===== src/rtl/unified_mem_arbiter_pkg.sv =====
// unified_mem_arbiter_pkg: shared types and default constants for the I/D SRAM arbiter
package unified_mem_arbiter_pkg;
  localparam int AWIDTH_DEF = 12;
  localparam int STARVE_LIMIT_DEF = 4;
  typedef enum logic {RD_NONE, RD_PEND} rd_state_e;
  typedef enum logic {OWN_I = 1'b0, OWN_D = 1'b1} owner_e;
endpackage


===== src/rtl/unified_mem_arbiter_if.sv =====
// unified_mem_arbiter_if: fetch, data and SRAM signals shared by the arbiter and its neighbours
interface unified_mem_arbiter_if
  import unified_mem_arbiter_pkg::*;
  #(parameter int AWIDTH = AWIDTH_DEF);
  logic              I_REQ;
  logic [AWIDTH-1:0] I_ADDR;
  logic              I_GNT;
  logic              I_RVALID;
  logic [31:0]       I_RDATA;
  logic              D_REQ;
  logic              D_WEN;
  logic [3:0]        D_BE;
  logic [AWIDTH-1:0] D_ADDR;
  logic [31:0]       D_WDATA;
  logic              D_GNT;
  logic              D_RVALID;
  logic [31:0]       D_RDATA;
  logic              M_CSN;
  logic              M_WEN;
  logic [3:0]        M_BE;
  logic [AWIDTH-1:0] M_ADDR;
  logic [31:0]       M_DI;
  logic [31:0]       M_DOUT;
  modport slave (
    input  I_REQ, I_ADDR, D_REQ, D_WEN, D_BE, D_ADDR, D_WDATA, M_DOUT,
    output I_GNT, I_RVALID, I_RDATA, D_GNT, D_RVALID, D_RDATA,
    output M_CSN, M_WEN, M_BE, M_ADDR, M_DI
  );
  modport master (
    output I_REQ, I_ADDR, D_REQ, D_WEN, D_BE, D_ADDR, D_WDATA, M_DOUT,
    input  I_GNT, I_RVALID, I_RDATA, D_GNT, D_RVALID, D_RDATA,
    input  M_CSN, M_WEN, M_BE, M_ADDR, M_DI
  );
endinterface


===== src/rtl/unified_mem_arbiter_starve_ctr.sv =====
// arb_starve_ctr: counts D wins against a waiting fetch and forces an I grant at the limit
module arb_starve_ctr
  import unified_mem_arbiter_pkg::*;
  #(parameter int STARVE_LIMIT = STARVE_LIMIT_DEF)
  (
  input  logic CLK,
  input  logic RST,
  input  logic i_req,
  input  logic i_gnt,
  input  logic d_gnt,
  output logic force_i
);
  localparam logic [3:0] LIM = 4'(STARVE_LIMIT);
  logic [3:0] starve_cnt;
  always_ff @(posedge CLK)
    if (RST || i_gnt || !i_req) starve_cnt <= '0;
    else if (d_gnt && starve_cnt != LIM) starve_cnt <= starve_cnt + 4'd1;
  assign force_i = i_req && starve_cnt == LIM;
endmodule


===== src/rtl/unified_mem_arbiter.sv =====
// unified_mem_arbiter: D-priority single-port SRAM arbiter with fetch anti-starvation; UNIFIED_MEM_ARBITER_PERF_EN adds perf counters
module unified_mem_arbiter
  import unified_mem_arbiter_pkg::*;
  #(
  parameter int AWIDTH = AWIDTH_DEF,
  parameter int STARVE_LIMIT = STARVE_LIMIT_DEF
  ) (
  input logic CLK,
  input logic RST,
  unified_mem_arbiter_if.slave bus
`ifdef UNIFIED_MEM_ARBITER_PERF_EN
  ,
  output logic [31:0] PERF_CONFLICT,
  output logic [31:0] PERF_STARVE
`endif
);
  logic i_gnt, d_gnt, rd_gnt, rd_live, force_i;
  logic [AWIDTH-1:0] m_addr;
  rd_state_e state, state_n;
  owner_e owner, owner_n;
  arb_starve_ctr #(.STARVE_LIMIT(STARVE_LIMIT)) u_starve (
    .CLK(CLK),
    .RST(RST),
    .i_req(bus.I_REQ),
    .i_gnt(i_gnt),
    .d_gnt(d_gnt),
    .force_i(force_i)
  );
  always_ff @(posedge CLK)
    if (RST) begin
      state <= RD_NONE;
      owner <= OWN_I;
    end else begin
      state <= state_n;
      owner <= owner_n;
    end
  // rd_live masks a read granted just before reset so it never returns afterwards
  always_comb begin
    i_gnt = !RST && bus.I_REQ && (!bus.D_REQ || force_i);
    d_gnt = !RST && bus.D_REQ && !i_gnt;
    rd_gnt = i_gnt || (d_gnt && bus.D_WEN);
    state_n = rd_gnt ? RD_PEND : RD_NONE;
    owner_n = i_gnt ? OWN_I : OWN_D;
    rd_live = !RST && state == RD_PEND;
    bus.I_GNT = i_gnt;
    bus.D_GNT = d_gnt;
    bus.I_RVALID = rd_live && owner == OWN_I;
    bus.D_RVALID = rd_live && owner == OWN_D;
    bus.I_RDATA = bus.I_RVALID ? bus.M_DOUT : '0;
    bus.D_RDATA = bus.D_RVALID ? bus.M_DOUT : '0;
    bus.M_CSN = !(i_gnt || d_gnt);
    bus.M_WEN = d_gnt ? bus.D_WEN : 1'b1;
    bus.M_BE = d_gnt ? bus.D_BE : 4'b0000;
    m_addr = i_gnt ? bus.I_ADDR : d_gnt ? bus.D_ADDR : '0;
    bus.M_ADDR = m_addr;
    bus.M_DI = d_gnt ? bus.D_WDATA : '0;
  end
`ifdef UNIFIED_MEM_ARBITER_PERF_EN
  always_ff @(posedge CLK)
    if (RST) begin
      PERF_CONFLICT <= '0;
      PERF_STARVE <= '0;
    end else begin
      if (bus.I_REQ && bus.D_REQ) PERF_CONFLICT <= PERF_CONFLICT + 32'd1;
      if (i_gnt && bus.D_REQ) PERF_STARVE <= PERF_STARVE + 32'd1;
    end
`endif
endmodule

===== src/flat_wrapper.sv =====
// flat-port wrapper written by rule: the top's interface ports become plain ports
module unified_mem_arbiter_flat import unified_mem_arbiter_pkg::*;
#(
  parameter int AWIDTH = AWIDTH_DEF,
  parameter int STARVE_LIMIT = STARVE_LIMIT_DEF
  )
  (CLK, RST, bus_I_REQ, bus_I_ADDR, bus_D_REQ, bus_D_WEN, bus_D_BE, bus_D_ADDR, bus_D_WDATA, bus_M_DOUT, bus_I_GNT, bus_I_RVALID, bus_I_RDATA, bus_D_GNT, bus_D_RVALID, bus_D_RDATA, bus_M_CSN, bus_M_WEN, bus_M_BE, bus_M_ADDR, bus_M_DI);
  unified_mem_arbiter_if #(.AWIDTH(AWIDTH)) bus_i ();
  input logic CLK;
  input logic RST;
  input wire logic [$bits(bus_i.I_REQ)-1:0] bus_I_REQ;
  input wire logic [$bits(bus_i.I_ADDR)-1:0] bus_I_ADDR;
  input wire logic [$bits(bus_i.D_REQ)-1:0] bus_D_REQ;
  input wire logic [$bits(bus_i.D_WEN)-1:0] bus_D_WEN;
  input wire logic [$bits(bus_i.D_BE)-1:0] bus_D_BE;
  input wire logic [$bits(bus_i.D_ADDR)-1:0] bus_D_ADDR;
  input wire logic [$bits(bus_i.D_WDATA)-1:0] bus_D_WDATA;
  input wire logic [$bits(bus_i.M_DOUT)-1:0] bus_M_DOUT;
  output wire logic [$bits(bus_i.I_GNT)-1:0] bus_I_GNT;
  output wire logic [$bits(bus_i.I_RVALID)-1:0] bus_I_RVALID;
  output wire logic [$bits(bus_i.I_RDATA)-1:0] bus_I_RDATA;
  output wire logic [$bits(bus_i.D_GNT)-1:0] bus_D_GNT;
  output wire logic [$bits(bus_i.D_RVALID)-1:0] bus_D_RVALID;
  output wire logic [$bits(bus_i.D_RDATA)-1:0] bus_D_RDATA;
  output wire logic [$bits(bus_i.M_CSN)-1:0] bus_M_CSN;
  output wire logic [$bits(bus_i.M_WEN)-1:0] bus_M_WEN;
  output wire logic [$bits(bus_i.M_BE)-1:0] bus_M_BE;
  output wire logic [$bits(bus_i.M_ADDR)-1:0] bus_M_ADDR;
  output wire logic [$bits(bus_i.M_DI)-1:0] bus_M_DI;
  assign bus_i.I_REQ = bus_I_REQ;
  assign bus_i.I_ADDR = bus_I_ADDR;
  assign bus_i.D_REQ = bus_D_REQ;
  assign bus_i.D_WEN = bus_D_WEN;
  assign bus_i.D_BE = bus_D_BE;
  assign bus_i.D_ADDR = bus_D_ADDR;
  assign bus_i.D_WDATA = bus_D_WDATA;
  assign bus_i.M_DOUT = bus_M_DOUT;
  assign bus_I_GNT = bus_i.I_GNT;
  assign bus_I_RVALID = bus_i.I_RVALID;
  assign bus_I_RDATA = bus_i.I_RDATA;
  assign bus_D_GNT = bus_i.D_GNT;
  assign bus_D_RVALID = bus_i.D_RVALID;
  assign bus_D_RDATA = bus_i.D_RDATA;
  assign bus_M_CSN = bus_i.M_CSN;
  assign bus_M_WEN = bus_i.M_WEN;
  assign bus_M_BE = bus_i.M_BE;
  assign bus_M_ADDR = bus_i.M_ADDR;
  assign bus_M_DI = bus_i.M_DI;
  unified_mem_arbiter #(.AWIDTH(AWIDTH), .STARVE_LIMIT(STARVE_LIMIT)) u_core (.CLK(CLK), .RST(RST), .bus(bus_i));
endmodule

===== config.mk =====
export PLATFORM = sky130hd
export DESIGN_NAME = unified_mem_arbiter_flat
export DESIGN_NICKNAME = d
export VERILOG_FILES = /design/src/rtl/unified_mem_arbiter_pkg.sv /design/src/rtl/unified_mem_arbiter_if.sv /design/src/rtl/unified_mem_arbiter_starve_ctr.sv /design/src/rtl/unified_mem_arbiter.sv /design/src/flat_wrapper.sv
export SDC_FILE = /design/constraint.sdc
export NUM_CORES = 1
export LEC_CHECK = 0
export BUFFER_PORTS_ARGS = -buffer_cell sky130_fd_sc_hd__buf_2
export CAP_MARGIN = 30
export CORE_AREA = 2 2 84 86
export DETAILED_ROUTE_END_ITERATION = 16
export DIE_AREA = 0 0 86 88
export GPL_TIMING_DRIVEN = 0
export PLACE_DENSITY = 0.58
export SLEW_MARGIN = 5
export SYNTH_ARGS = -nofsm -noshare
export SYNTH_HDL_FRONTEND = slang
export SYNTH_SLANG_ARGS = --single-unit

===== constraint.sdc =====
create_clock -name CLK -period 1.4 [get_ports CLK]
set_input_delay 0.07 -clock CLK [delete_from_list [all_inputs] [get_ports CLK]]
set_output_delay 0.07 -clock CLK [all_outputs]
set_load 0.02 [all_outputs]

==> Yosys cells after proc, flatten, opt, wreduce, memory -nomap -nowiden <==
Cells that the tools add are included.
{ "op_classes": {"n_bitwise": 1, "eq_ne": 2, "n_mux": 9, "reduce_logical": 20, "n_addsub": 1} }
{ "ops": {"columns": ["cell", "count"], "rows": [
  ["2-to-1 mux 32 bit", 3],
  ["2-to-1 mux 12 bit", 2],
  ["logical AND 1 bit", 10],
  ["zero test 1 bit", 5],
  ["logical OR 1 bit", 5],
  ["adder 4 x 1 -> 4 bit, second input constant", 1],
  ["equality test 4 x 3 -> 1 bit, second input constant", 1],
  ["2-to-1 mux 4 bit", 1],
  ["inequality test 4 x 3 -> 1 bit, second input constant", 1],
  ["2-to-1 mux 1 bit", 3],
  ["NOT 1 bit", 1]
]} }
{ "word_totals": {"reg_bits": 6, "inputBits": 97, "elab_cells": 36, "output_inout_bits": 118} }

==> Logic depth before layout (Yosys ltp) <==
Gate-level depths: netlist of run 1.
{ "logic_depth": {"ltp_word": 9, "mapped_depth": 6} }

==> Modules after synthesis <==
Synthesis of run 1 repeated with hierarchy kept, for this count alone.
{ "hier_totals": {"cells_unflattened": 184, "area_unflattened_um2": 1227.4} }
{ "by_module_without_submodules": {"columns": ["module", "n_inst", "seq_area_each_um2", "cells_per_inst", "area_per_inst_um2"], "rows": [
  ["unified_mem_arbiter", 1, 40.0, 155, 1002.2],
  ["arb_starve_ctr", 1, 80.1, 29, 225.2]
]} }

==> Least setup slack after synthesis of run 1 <==
Ideal clock, no wire load.
{ "synth_timing": {"path_kind": "register to output", "start": "register u_core.u_starve.starve_cnt[0]", "end": "output port bus_M_ADDR[5]", "path_stages_with_launch": 7, "path_buffers": 1, "setup_slack_ns": -0.106, "required_time_ns": 1.330, "arrival_ns": 1.436, "path_cell_list": "dfxtp_1 -> inv_1 -> ha_1 -> nand3b_4 -> a211oi_4 -> buf_6 -> a22o_1"} }
{ "synth_via": {"elab_chain_len": 8} }
{ "synth_rtl": {"columns": ["element", "line_no", "rtl"], "rows": [
  ["from (decl)", "unified_mem_arbiter_starve_ctr.sv:14", "logic [3:0] starve_cnt;"],
  ["from (signal assigned)", "unified_mem_arbiter_starve_ctr.sv:17", "else if (d_gnt && starve_cnt != LIM) starve_cnt <= starve_cnt + 4'd1;"],
  ["equality test 4 x 3 -> 1 bit *", "unified_mem_arbiter_starve_ctr.sv:18", "assign force_i = i_req && starve_cnt == LIM;"],
  ["logical AND 1 bit *", "unified_mem_arbiter_starve_ctr.sv:18", null],
  ["logical OR 1 bit *", "unified_mem_arbiter.sv:39", "i_gnt = !RST && bus.I_REQ && (!bus.D_REQ || force_i);"],
  ["logical AND 1 bit *", "unified_mem_arbiter.sv:39", null],
  ["named net bus_I_GNT", "flat_wrapper.sv:19", "output wire logic [$bits(bus_i.I_GNT)-1:0] bus_I_GNT;"],
  ["zero test 1 bit", "unified_mem_arbiter.sv:40", "d_gnt = !RST && bus.D_REQ && !i_gnt;"],
  ["logical AND 1 bit", "unified_mem_arbiter.sv:40", null],
  ["2-to-1 mux 12 bit", "unified_mem_arbiter.sv:54", "m_addr = i_gnt ? bus.I_ADDR : d_gnt ? bus.D_ADDR : '0;"],
  ["2-to-1 mux 12 bit *", "unified_mem_arbiter.sv:54", null],
  ["to (decl)", "flat_wrapper.sv:28", "output wire logic [$bits(bus_i.M_ADDR)-1:0] bus_M_ADDR;"]
]} }
The timed path passes the listed nets; every way through them passes the cells marked *.

==> Worst setup path in the final report of run 1 <==
{ "layout_timing": {"start": "register u_core.u_starve.starve_cnt[1]", "end": "output port bus_M_ADDR[9]"} }
{ "layout_via": {"elab_chain_len": 8} }
{ "layout_rtl": {"columns": ["element", "line_no"], "rows": [
  ["equality test 4 x 3 -> 1 bit *", "unified_mem_arbiter_starve_ctr.sv:18"],
  ["logical AND 1 bit *", "unified_mem_arbiter_starve_ctr.sv:18"],
  ["logical OR 1 bit *", "unified_mem_arbiter.sv:39"],
  ["logical AND 1 bit *", "unified_mem_arbiter.sv:39"],
  ["zero test 1 bit", "unified_mem_arbiter.sv:40"],
  ["logical AND 1 bit", "unified_mem_arbiter.sv:40"],
  ["2-to-1 mux 12 bit", "unified_mem_arbiter.sv:54"],
  ["2-to-1 mux 12 bit *", "unified_mem_arbiter.sv:54"]
]} }
Mark *: on every way between the ends. The rest lies on a longest branch, timed or not.

==> out/summary.txt, run 1 <==
synthesized flop and latch total - 6
total number of nets in the final design - 494
cell with the largest stage delay on the worst path - sky130_fd_sc_hd__dfxtp_2
DIE HEIGHT - 88 µm
number of core rows - 30
combinational fraction of design power - 61.7%
Data required, critical path - 1330 ps
worst hold slack - 73.4 ps
critical path peak fanout - 7
final cycle utilization of the critical path - 120%
hold-critical path endpoint - u_core.state
routability-driven placement congestion ratio - 0.762
maximum single-stage delay on the critical path - 320 ps
library cell used as clock root buffer - sky130_fd_sc_hd__clkbuf_8
Critical path buffers and inverters - 3
leakage power of the design - 0.00183 µW
number of I/O port buffers - 214
Detailed Route Iter0 Violations - 12
core box area - 6640 µm²
Horiz. Die Dim - 86 µm
net load switching power - 418 µW
count of final max-slew check failures - 0
antenna violations before repair - 0
area grow syn2layout - 173%
global-route wire length before repair - 8870 µm
largest net degree at the start of global routing - 11
DRT Pass-1 Iters - 4
internal power of the cells - 739 µW
GR Overflow Total - 0
final setup fails - 53
share of cells above drive strength 1 - 76.1%
Clk network pwr share - 22.6%
worst hold path stage count - 2
Post-Synthesis Net Count - 255
Die Outline Area - 7570 µm²
number of hold violations in the final report - 0
Boundary Pins - 215
WL per Instance - 13.5 µm
total routing resource utilization after global routing - 14.7%
Crit Reg-Reg Endpoint - u_core.owner
setup slack on the worst flop-to-flop path - -90 ps
CTS clk-pin slew, worst paths - 40 ps
min Tclk post-route - 1680 ps
via count - 1982
PnR worst setup slack - -277 ps
Synth cell types - 24
share of flip-flops with an asynchronous set or reset after synthesis - 0%
sequential fraction of the synthesis area - 10.7%
instance count of the mapped netlist - 156
cts bufs inserted - 3
post-detailed-placement half-perimeter wirelength - 5090 µm
cell-by-cell trace of the critical path - inv_2 -> ha_4 -> nand3b_4 -> o21a_4 -> clkbuf_8 -> a22o_4 -> buf_6
cts hold-fix bufs - 0
arrival time of data at the critical path endpoint - 1610 ps
Clk Latency, worst-skew pair - 220 ps
power share of the sequential group - 15.7%
number of global-route vias before repair - 1868
CP top delay family - compound AO/OA/AOI/OAI gates
Pwr Density - 379 nW/µm²
start-to-end type of the worst setup path - register to output port
pin slew with the least headroom to its limit - 286 ps
status - finished, violations left
sink count of the clock tree - 6
violations in the final reports - setup timing
Post-synth EDFFs - 0
Setup Skew - 1.23 ps
worst hold path class - primary input to register
Detail Route Antenna Nets - 0
Clock H-tree levels - 1
startpoint of the most critical hold path - bus_D_WEN
ratio of routed vias to standard cells - 4.19
number of max-cap violations - 0
worst-case reg-to-reg path depth - 9
IR drop worst, VDD - 0.203 mV
number of inserted diodes - 0
TritonCTS clock tree - yes
Reg-to-Reg Start - u_core.u_starve.starve_cnt[1]
net switching share of the total power - 36.1%
Avg Inst Size Synth - 7.18 µm²
drt drc - 0
post-detailed-routing wire length - 6380 µm
initial cell density of the core - 16.9%
RSZ-0062 raised after global routing - yes
buffers from clock root to sink, at most - 2
CP endpoint kind - output port
post-layout instance count excluding filler cells - 473
launching instance or port of the critical path - u_core.u_starve.starve_cnt[1]
mapped cell area - 1120 µm²
count of placed standard cells including taps - 450
crit path launch type - register
Setup TNS - -11830 ps
worst relative slew slack - 80.8%
leading register cell type out of synthesis - sky130_fd_sc_hd__dfxtp_1
maximum frequency from static timing analysis - 596 MHz
Syn. warnings - 0
worst max path at each step:
stage	endpoint	slack [ps]	depth (start not counted)
2_1_floorplan	bus_M_ADDR[10]	-40	6
3_3_place_gp	bus_M_ADDR[9]	-280	7
3_5_place_dp	bus_M_ADDR[9]	-290	7
4_1_cts	bus_M_ADDR[1]	-300	7
5_1_grt	bus_M_ADDR[9]	-340	7
6_report	bus_M_ADDR[9]	-280	7
layout by cell type (no fill, tap or decap), types with 3 or more instances in the layout:
cell type | synthesis | layout
sky130_fd_sc_hd__clkbuf_8 | 0 | 5
sky130_fd_sc_hd__a22o_4 | 0 | 12
sky130_fd_sc_hd__nor2_1 | 6 | 6
sky130_fd_sc_hd__buf_2 | 3 | 162
sky130_fd_sc_hd__and2_1 | 100 | 77
sky130_fd_sc_hd__dfxtp_2 | 0 | 4
sky130_fd_sc_hd__and2_4 | 0 | 19
sky130_fd_sc_hd__buf_4 | 0 | 29
sky130_fd_sc_hd__buf_8 | 0 | 3
sky130_fd_sc_hd__and2_2 | 0 | 4
sky130_fd_sc_hd__buf_6 | 1 | 48
metrics by stage:
stage / total power (µW) / instance area [µm²] / util, % / setup WS (ps)
finish: 1160 / 3050 / 46.0 / -277
global route: 1220 / 3050 / 46.0 / -338
floorplan: 455 / 1140 / - / -35.9
CTS: 1140 / 2920 / 44.0 / -298
detailed placement: 722 / 2310 / 34.8 / -295
global placement: 718 / 2310 / 34.8 / -277
synth_stat cells (all sizes together) (2+ instances only):
library cell  number  share of area, %
nand3              2              0.89
nor2               6               2.0
buf                4               2.3
dfxtp              6                11
ha                 2               2.2
and2             100                56
inv                4               1.3
clkbuf             8               3.0
a22o              12                11
power by group through the flow:
stage	logic (µW)	clock network [µW]	registers [µW]
final	714	261	182
after global routing	760	280	182
after global placement	535	0	183
after CTS	689	268	182
after detailed placement	539	0	183
after floorplan	272	0	182
kinds of logic (layout without fill, tap and decap cells):
| group | count (synthesis) | count (layout) | synth area share, % |
|---|---|---|---|
| simple gates | 114 | 114 | 64.1 |
| compound gates | 16 | 16 | 14.5 |
| buf+inv | 16 | 253 | 6.70 |
| flops | 6 | 6 | 10.7 |
| fa+ha+maj | 2 | 2 | 2.23 |
| xor+xnor | 1 | 1 | 0.782 |
| mux | 1 | 1 | 0.894 |
what timing repair did:
action,4_1_cts,5_1_grt
gates cloned,4,0
setup endpoints to repair,112,89
pin swaps,27,7
setup buffers,12,4
gates resized for setup,136,39
registers in the layout, summed over array words and instances, names as in the netlist:
signal,flops
u_core.u_starve.starve_cnt,4
u_core.state,1
u_core.owner,1
layout make-up:
class / instances / area (µm²)
fill: 651 / 3590
buffer: 12 / 149
tap: 80 / 100
inverter: 4 / 15.0
timing repair buffer: 234 / 1520
sequential: 6 / 125
clock buffer: 3 / 41.3
multi-input combinational: 134 / 1100
metal layers:
layer	up-vias	share of wire [%]	track usage (%)
met5	-	0	0
met4	0	0.55	3.03
met3	4	8.3	1.60
met2	130	57	31.6
met1	883	34	14.9
li1	965	-	-
(Power assumes the default switching activity.)
==> run 2: changes to the inputs <==
- CORE_AREA: 2 2 84 86 -> 2 2 82 84
- DIE_AREA: 0 0 86 88 -> 0 0 84 86
- PLACE_DENSITY: 0.58 -> not set
- SETUP_SLACK_MARGIN: not set -> 0.4
- SYNTH_HIERARCHICAL: not set -> 1
==> run 2 against run 1 <==
The run still ends with setup timing left. Worst hold slack improved by 55 ps. Clock power fell by 2%. Die area fell by 4.5%. Register-to-register slack got worse by 390 ps. First-iteration DRC count rose to 4.3 times the previous value. Via count rose by 15%. Total power rose by 15%. Sequential cell count did not move. Clock skew rose by 3.2 ps. Critical path depth rose by 2. Wire length rose by 26%.
==> out/summary.txt, run 2 <==
Reg-to-Reg Start - u_core/u_starve/starve_cnt[0] (was u_core.u_starve.starve_cnt[1])
Boundary Pins - 215 (unchanged)
number of I/O port buffers - 214 (unchanged)
number of hold violations in the final report - 0 (unchanged)
post-layout instance area - 3990 µm² (was 3050 µm²)
maximum single-stage delay on the critical path - 330 ps (was 320 ps)
leading register cell type out of synthesis - sky130_fd_sc_hd__dfxtp_1 (unchanged)
post-detailed-placement half-perimeter wirelength - 5140 µm (was 5090 µm)
DRT Pass-1 Iters - 4 (unchanged)
Clock H-tree levels - 1 (unchanged)
Post-synth EDFFs - 0 (unchanged)
critical path peak fanout - 7 (unchanged)
dpl cell area - 2720 µm² (was 2310 µm²)
ranking of synthesized cells by area - sky130_fd_sc_hd__and2_1 51%, sky130_fd_sc_hd__dfxtp_1 9.8%, sky130_fd_sc_hd__a32oi_1 8.6%, sky130_fd_sc_hd__nor2_1 4.3%, sky130_fd_sc_hd__buf_6 2.8% (was sky130_fd_sc_hd__and2_1 56%, sky130_fd_sc_hd__dfxtp_1 11%, sky130_fd_sc_hd__a22o_2 9.8%, sky130_fd_sc_hd__ha_1 2.2%, sky130_fd_sc_hd__nor2_1 2.0%)
start-to-end type of the worst setup path - register to output port (unchanged)
area share of xor/xnor cells in the synthesized design - 0% (was 0.782%)
post-synthesis simple-gate area fraction - 64.2% (was 64.1%)
multiplexer fraction of the synthesized cell area - 0% (was 0.894%)
ratio of routed vias to standard cells - 4.47 (was 4.19)
antenna violations before repair - 1 (was 0)
share of the core filled with cells - 63.6% (was 46.0%)
most common library cell in the layout ignoring fill and taps - sky130_fd_sc_hd__buf_6 (was sky130_fd_sc_hd__buf_2)
cts bufs inserted - 3 (unchanged)
Avg Inst Size Synth - 6.67 µm² (was 7.18 µm²)
status - finished, violations left (unchanged)
Crit Reg-Reg Endpoint - u_core/u_starve/starve_cnt[3] (was u_core.owner)
filler cell count - 521 (was 651)
routability-driven placement congestion ratio - 0.814 (was 0.762)
Die Outline Area - 7220 µm² (was 7570 µm²)
global-route wire length before repair - 11800 µm (was 8870 µm)
CTS clk-pin slew, worst paths - 40 ps (about the same)
violations in the final reports - setup timing (unchanged)
combinational family with the most area after synthesis - simple AND/OR/NAND/NOR gates (unchanged)
Data required, critical path - 1330 ps (about the same)
post-detailed-routing wire length - 8000 µm (was 6380 µm)
Synth cell types - 26 (was 24)
arrival time of data at the critical path endpoint - 1910 ps (was 1610 ps)
cell with the largest stage delay on the worst path - sky130_fd_sc_hd__dfxtp_2 (unchanged)
share of cells above drive strength 1 - 93.6% (was 76.1%)
worst hold path class - primary input to register (unchanged)
share of flip-flops with an asynchronous set or reset after synthesis - 0% (unchanged)
GR Overflow Total - 0 (unchanged)
final cycle utilization of the critical path - 142% (was 120%)
setup slack on the worst flop-to-flop path - -480 ps (was -90 ps)
buffers from clock root to sink, at most - 2 (unchanged)
worst-case reg-to-reg path depth - 9 (unchanged)
multi-input gate area in the final layout - 1420 µm² (was 1100 µm²)
cell types with the highest counts after synthesis - 101 x sky130_fd_sc_hd__and2_1, 14 x sky130_fd_sc_hd__nor2_1, 12 x sky130_fd_sc_hd__a32oi_1 (was 100 x sky130_fd_sc_hd__and2_1, 11 x sky130_fd_sc_hd__a22o_2, 6 x sky130_fd_sc_hd__dfxtp_1, 6 x sky130_fd_sc_hd__nor2_1, 5 x sky130_fd_sc_hd__clkbuf_1)
hold-critical path endpoint - u_core/state (was u_core.state)
most common cell in the synthesized netlist - sky130_fd_sc_hd__and2_1 (unchanged)
library cell used as clock root buffer - sky130_fd_sc_hd__clkbuf_8 (unchanged)
WL per Instance - 15.6 µm (was 13.5 µm)
core box area - 6280 µm² (was 6640 µm²)
startpoint of the most critical hold path - bus_D_WEN (unchanged)
Top reg by flops - u_core/u_starve/starve_cnt (was u_core.u_starve.starve_cnt)
cell occurring most often along the worst timing path - sky130_fd_sc_hd__buf_6
Detailed Route Iter0 Violations - 51 (was 12)
TritonCTS clock tree - yes (unchanged)
Syn. warnings - 6 (was 0)
total routing resource utilization after global routing - 19.8% (was 14.7%)
instance count of the mapped netlist - 184 (was 156)
via count - 2287 (was 1982)
initial cell density of the core - 19.6% (was 16.9%)
pin slew with the least headroom to its limit - 776 ps (was 286 ps)
cell taking the most area after synthesis - sky130_fd_sc_hd__and2_1 (unchanged)
Register Area - 128 µm² (was 125 µm²)
maximum frequency from static timing analysis - 504 MHz (was 596 MHz)
sink count of the clock tree - 6 (unchanged)
cell-by-cell trace of the critical path - inv_2 -> ha_4 -> and3b_1 -> and2_4 -> a211oi_4 -> buf_6 -> buf_6 -> and2_4 -> buf_6 (was inv_2 -> ha_4 -> nand3b_4 -> o21a_4 -> clkbuf_8 -> a22o_4 -> buf_6)
min Tclk post-route - 1980 ps (was 1680 ps)
count of final max-slew check failures - 0 (unchanged)
drt drc - 0 (unchanged)
Pwr Density - 334 nW/µm² (was 379 nW/µm²)
crit path launch type - register (unchanged)
number of global-route vias before repair - 2294 (was 1868)
final setup fails - 80 (was 53)
commonest cells after routing, fill and taps aside - 126 x sky130_fd_sc_hd__buf_6, 107 x sky130_fd_sc_hd__buf_2, 101 x sky130_fd_sc_hd__and2_4, 19 x sky130_fd_sc_hd__buf_4, 12 x sky130_fd_sc_hd__nor2_2 (was 162 x sky130_fd_sc_hd__buf_2, 77 x sky130_fd_sc_hd__and2_1, 48 x sky130_fd_sc_hd__buf_6, 29 x sky130_fd_sc_hd__buf_4, 19 x sky130_fd_sc_hd__and2_4)
sequential fraction of the synthesis area - 9.79% (was 10.7%)
Setup Skew - 4.45 ps (was 1.23 ps)
Detail Route Antenna Nets - 0 (unchanged)
total number of nets in the final design - 536 (was 494)
fraction of the mapped netlist area in compound gates - 14.8% (was 14.5%)
worst relative slew slack - 48.3% (was 80.8%)
max reg flops - 4 (unchanged)
Clk Latency, worst-skew pair - 220 ps (about the same)
number of max-cap violations - 0 (unchanged)
registers with the most flip-flops - u_core/u_starve/starve_cnt x4, u_core/owner x1, u_core/state x1 (was u_core.u_starve.starve_cnt x4, u_core.owner x1, u_core.state x1)
Horiz. Die Dim - 84 µm (was 86 µm)
DIE HEIGHT - 86 µm (was 88 µm)
area grow syn2layout - 225% (was 173%)
largest net degree at the start of global routing - 13 (was 11)
CP endpoint kind - output port (unchanged)
leakage power of the design - 0.00206 µW (was 0.00183 µW)
area share of the largest cell type after synthesis - 51.5% (was 55.9%)
RSZ-0062 raised after global routing - yes (unchanged)
worst hold slack - 129 ps (was 73.4 ps)
worst hold path stage count - 3 (was 2)
share of synthesized cell area in full adder, half adder and majority cells - 2.04% (was 2.23%)
cts hold-fix bufs - 0 (unchanged)
mapped cell area - 1230 µm² (was 1120 µm²)
Post-Synthesis Net Count - 283 (was 255)
PnR worst setup slack - -585 ps (was -277 ps)
synthesized flop and latch total - 6 (unchanged)
number of inserted diodes - 0 (unchanged)
IR drop worst, VDD - 0.523 mV (was 0.203 mV)
number of core rows - 29 (was 30)
## run 2: cell count changes in the layout (fill, tap and decap cells not counted), sizes merged, moves of 2 or more
cell / change
a32oi: +12
nor2: +8
o21ai: +2
buf: +17
nand2: +3
and3b: +2
a21oi: +7
a22o: -12
## run 2: power breakdown
part           total [µW]  internal, µW  leakage (µW)  switching, µW
Sequential            181           177     0.0000507           4.33
Combinational         893           486       0.00199            407
Clock                 257           185     0.0000216           72.2
## run 2: layer usage
layer	routed length, µm	vias to the layer above	global-route usage (%)
li1	-	1112	-
met1	2870	1066	22.6
met2	4600	101	39.2
met3	444	8	3.85
met4	84	0	1.91
met5	0	-	0
## run 2: layout make-up
type | count | share of cell area (%)
timing repair buffer | 247 | 52.1
multi-input combinational | 158 | 35.7
tap | 77 | 2.41
buffer | 16 | 5.14
inverter | 5 | 0.470
clock buffer | 3 | 1.03
sequential | 6 | 3.20
## run 2: critical path, delay by kind of cell (launching register included)
kind / cells / cell delay, ps
buffers and inverters: 4 / 480
and+or+nand+nor: 3 / 480
DFF: 1 / 330
AOI/OAI and AO/OA: 1 / 250
adders and majority gates: 1 / 150
## run 2: kinds of logic (layout without fill, tap and decap cells)
family | after synthesis | after routing
adders and majority gates | 2 | 2
and+or+nand+nor | 131 | 132
buffers and inverters | 21 | 271
AOI/OAI and AO/OA | 24 | 24
DFF | 6 | 6
## run 2: stage by stage
stage	setup slack (ps)	TNS, ps	std cells	total power (µW)
global route	-638	-34880	512	1400
floorplan	-519	-10940	184	542
global placement	-587	-22450	475	798
finish	-585	-29220	512	1330
detailed placement	-627	-23550	475	806
CTS	-555	-28320	502	1290
## run 2: how the worst max path moves through the flow
stage                                       start  cells past startpoint  slack, ps                       endpoint
global route        u_core/u_starve/starve_cnt[0]                      9       -640                   bus_M_DI[19]
floorplan           u_core/u_starve/starve_cnt[0]                      9       -520  u_core/u_starve/starve_cnt[3]
global placement    u_core/u_starve/starve_cnt[0]                      9       -590  u_core/u_starve/starve_cnt[3]
CTS                 u_core/u_starve/starve_cnt[0]                      9       -550                   bus_M_DI[30]
finish              u_core/u_starve/starve_cnt[0]                      9       -580                   bus_M_DI[19]
detailed placement  u_core/u_starve/starve_cnt[0]                      9       -630  u_core/u_starve/starve_cnt[3]
## run 2: repair_timing
action,4_1_cts,5_1_grt
pin swaps,50,14
gates cloned,11,0
gates resized for setup,276,29
setup endpoints to repair,124,124
setup buffers,13,10
==> run 3: changes to the inputs <==
==> constraint.sdc (replaced) <==
create_clock -name CLK -period 1.4 [get_ports CLK]
set_input_delay 0.07 -clock CLK [delete_from_list [all_inputs] [get_ports CLK]]
set_output_delay 0.07 -clock CLK [all_outputs]
set_load 0.1 [all_outputs]
==> run 3 against run 2 <==
The flow still finishes with violations (setup timing). Largest power group unchanged. Worst setup slack worse by 360 ps. Register-to-register slack worse by 370 ps. Clock power is 7% higher. Design area is 43% higher. Global-route usage is 12 points higher. Sequential cell count stayed put. Cell count is 5.3% higher. Critical endpoint is now bus_M_ADDR[1]. Fmax is 15% lower.
==> out/summary.txt, run 3 (synthesis results as in run 2) <==
min Tclk post-route - 2350 ps (was 1980 ps)
final setup fails - 123 (was 80)
Detail Route Antenna Nets - 0 (unchanged)
core box area - 6280 µm² (unchanged)
RSZ-0062 raised after global routing - yes (unchanged)
net load switching power - 1340 µW (was 484 µW)
GR Overflow Total - 0 (unchanged)
Critical path buffers and inverters - 4 (unchanged)
most common library cell in the layout ignoring fill and taps - sky130_fd_sc_hd__buf_12 (was sky130_fd_sc_hd__buf_6)
Pwr Density - 440 nW/µm² (was 334 nW/µm²)
stages on the worst setup path - 10 (was 9)
worst hold path stage count - 3 (unchanged)
buffers from clock root to sink, at most - 2 (unchanged)
combinational fraction of design power - 81.7% (was 67.1%)
cell-by-cell trace of the critical path - inv_2 -> ha_4 -> and3b_1 -> and2_4 -> buf_4 -> a21boi_4 -> clkbuf_16 -> a32oi_2 -> nor2_4 -> buf_12 (was inv_2 -> ha_4 -> and3b_1 -> and2_4 -> a211oi_4 -> buf_6 -> buf_6 -> and2_4 -> buf_6)
maximum single-stage delay on the critical path - 340 ps (was 330 ps)
initial cell density of the core - 19.6% (unchanged)
crit path launch type - register (unchanged)
leakage power of the design - 0.00254 µW (was 0.00206 µW)
worst-case reg-to-reg path depth - 13 (was 9)
Clk Latency, worst-skew pair - 230 ps (was 220 ps)
Data required, critical path - 1330 ps (about the same)
via count - 2983 (was 2287)
post-detailed-routing wire length - 16900 µm (was 8000 µm)
multi-input gate area in the final layout - 1610 µm² (was 1420 µm²)
Total Power - 2510 µW (was 1330 µW)
internal power of the cells - 1170 µW (was 848 µW)
TritonCTS clock tree - yes (unchanged)
start-to-end type of the worst setup path - register to output port (unchanged)
commonest cells after routing, fill and taps aside - 123 x sky130_fd_sc_hd__buf_12, 101 x sky130_fd_sc_hd__and2_4, 96 x sky130_fd_sc_hd__buf_2, 41 x sky130_fd_sc_hd__buf_6 (was 126 x sky130_fd_sc_hd__buf_6, 107 x sky130_fd_sc_hd__buf_2, 101 x sky130_fd_sc_hd__and2_4, 19 x sky130_fd_sc_hd__buf_4, 12 x sky130_fd_sc_hd__nor2_2)
Die Outline Area - 7220 µm² (unchanged)
ratio of routed vias to standard cells - 5.53 (was 4.47)
area grow syn2layout - 364% (was 225%)
post-detailed-placement half-perimeter wirelength - 5140 µm (about the same)
Setup Skew - 4.41 ps (was 4.45 ps)
CP endpoint kind - output port (unchanged)
CTS clk-pin slew, worst paths - 40 ps (about the same)
cts bufs inserted - 3 (unchanged)
worst hold slack - 217 ps (was 129 ps)
Top reg by flops - u_core/u_starve/starve_cnt (unchanged)
status - finished, violations left (unchanged)
number of hold violations in the final report - 0 (unchanged)
Detailed Route Iter0 Violations - 256 (was 51)
Clk network pwr share - 11.0% (was 19.3%)
DRT Pass-1 Iters - 5 (was 4)
sink count of the clock tree - 6 (unchanged)
max reg flops - 4 (unchanged)
Reg-to-Reg Start - u_core/u_starve/starve_cnt[0] (unchanged)
filler cell count - 186 (was 521)
cell with the largest stage delay on the worst path - sky130_fd_sc_hd__dfxtp_2 (unchanged)
number of I/O port buffers - 214 (unchanged)
arrival time of data at the critical path endpoint - 2280 ps (was 1910 ps)
final cycle utilization of the critical path - 168% (was 142%)
power share of the sequential group - 7.3% (was 13.6%)
number of core rows - 29 (unchanged)
Horiz. Die Dim - 84 µm (unchanged)
Worst Setup EP - bus_M_ADDR[1] (was bus_M_DI[19])
number of max-cap violations - 0 (unchanged)
routability-driven placement congestion ratio - 0.801 (was 0.814)
cts hold-fix bufs - 0 (unchanged)
worst relative slew slack - 63.1% (was 48.3%)
setup slack on the worst flop-to-flop path - -850 ps (was -480 ps)
antenna violations before repair - 1 (unchanged)
DIE HEIGHT - 86 µm (unchanged)
net switching share of the total power - 53.5% (was 36.3%)
WL per Instance - 31.4 µm (was 15.6 µm)
total routing resource utilization after global routing - 32.0% (was 19.8%)
total number of nets in the final design - 560 (was 536)
Clock H-tree levels - 1 (unchanged)
pin slew with the least headroom to its limit - 553 ps (was 776 ps)
drt drc - 0 (unchanged)
dpl cell area - 2900 µm² (was 2720 µm²)
registers with the most flip-flops - u_core/u_starve/starve_cnt x4, u_core/owner x1, u_core/state x1 (unchanged)
maximum frequency from static timing analysis - 426 MHz (was 504 MHz)
largest net degree at the start of global routing - 11 (was 13)
post-layout instance area - 5690 µm² (was 3990 µm²)
launching instance or port of the critical path - u_core/u_starve/starve_cnt[0] (unchanged)
count of final max-slew check failures - 0 (unchanged)
IR drop worst, VDD - 0.499 mV (was 0.523 mV)
critical path peak fanout - 5 (was 7)
violations in the final reports - setup timing (unchanged)
PnR worst setup slack - -949 ps (was -585 ps)
global-route wire length before repair - 17800 µm (was 11800 µm)
Crit Reg-Reg Endpoint - u_core/u_starve/starve_cnt[2] (was u_core/u_starve/starve_cnt[3])
Boundary Pins - 215 (unchanged)
Register Area - 125 µm² (was 128 µm²)
library cell used as clock root buffer - sky130_fd_sc_hd__clkbuf_8 (unchanged)
worst hold path class - primary input to register (unchanged)
CP top delay family - buffers and inverters (unchanged)
number of global-route vias before repair - 2815 (was 2294)
share of cells above drive strength 1 - 95.6% (was 93.6%)
share of the core filled with cells - 90.7% (was 63.6%)
-- run 3: changes by cell type in the layout (fill, tap and decap cells not counted), moves of 4 or more --
cell,change
sky130_fd_sc_hd__buf_12,+123
sky130_fd_sc_hd__nor2_4,+12
sky130_fd_sc_hd__buf_2,-11
sky130_fd_sc_hd__nor2_2,-12
sky130_fd_sc_hd__a32oi_2,-4
sky130_fd_sc_hd__buf_4,-6
sky130_fd_sc_hd__a32oi_4,+7
sky130_fd_sc_hd__buf_6,-85
-- run 3: layout make-up --
class	count	area share, %
antenna	3	0.132
buffer	16	4.35
clock buffer	3	0.725
inverter	5	0.330
multi-input combinational	157	28.3
sequential	6	2.20
tap	77	1.69
timing repair buffer	272	62.3
-- run 3: metrics by stage --
step / setup TNS [ps] / std cells / setup WS [ps]
after floorplan: -21480 / 184 / -617
after global placement: -41600 / 475 / -715
after detailed placement: -41380 / 476 / -720
after CTS: -40420 / 524 / -653
after global routing: -63340 / 539 / -947
final: -61570 / 539 / -949
-- run 3: per-layer routing --
metal	global-route usage, %	share of wire (%)	vias to the layer above
li1	-	-	1158
met1	36.3	32	1422
met2	58.8	49	288
met3	6.83	10	115
met4	11.6	9.1	0
met5	0	0	-
-- run 3: worst min path at each step --
stage                     slack, ps  startpoint      endpoint
final                           220   bus_D_WEN  u_core/state
after global routing            210   bus_D_WEN  u_core/state
after CTS                       130   bus_D_WEN  u_core/state
after detailed placement        370   bus_D_WEN  u_core/state
after global placement          370   bus_D_WEN  u_core/state
after floorplan                 210   bus_D_REQ  u_core/state
-- run 3: worst register-to-register path: stages (launching register included) --
cell and delay [ps]:
sky130_fd_sc_hd__dfxtp_2 340, sky130_fd_sc_hd__inv_2 50, sky130_fd_sc_hd__ha_4 160, sky130_fd_sc_hd__and3b_1 170
sky130_fd_sc_hd__and2_4 170, sky130_fd_sc_hd__a211oi_4 350, sky130_fd_sc_hd__buf_6 160, sky130_fd_sc_hd__buf_4 100
sky130_fd_sc_hd__buf_6 100, sky130_fd_sc_hd__buf_6 110, sky130_fd_sc_hd__buf_6 90, sky130_fd_sc_hd__nand3_1 90
sky130_fd_sc_hd__a21oi_2 150, sky130_fd_sc_hd__nor3_1 70
-- run 3: timing repair --
action | CTS | global route
gates cloned | 9 | 1
buffers inserted | 36 | 11
resized for setup | 527 | 38
setup endpoints to repair | 124 | 124
pin swaps | 44 | 25
-- run 3: power groups by stage --
stage               clock [µW]  sequential, µW  combinational (µW)
floorplan                    0             183                1020
global placement             0             183                1280
detailed placement           0             184                1290
CTS                        266             181                1810
global route               287             184                2070
finish                     275             184                2050
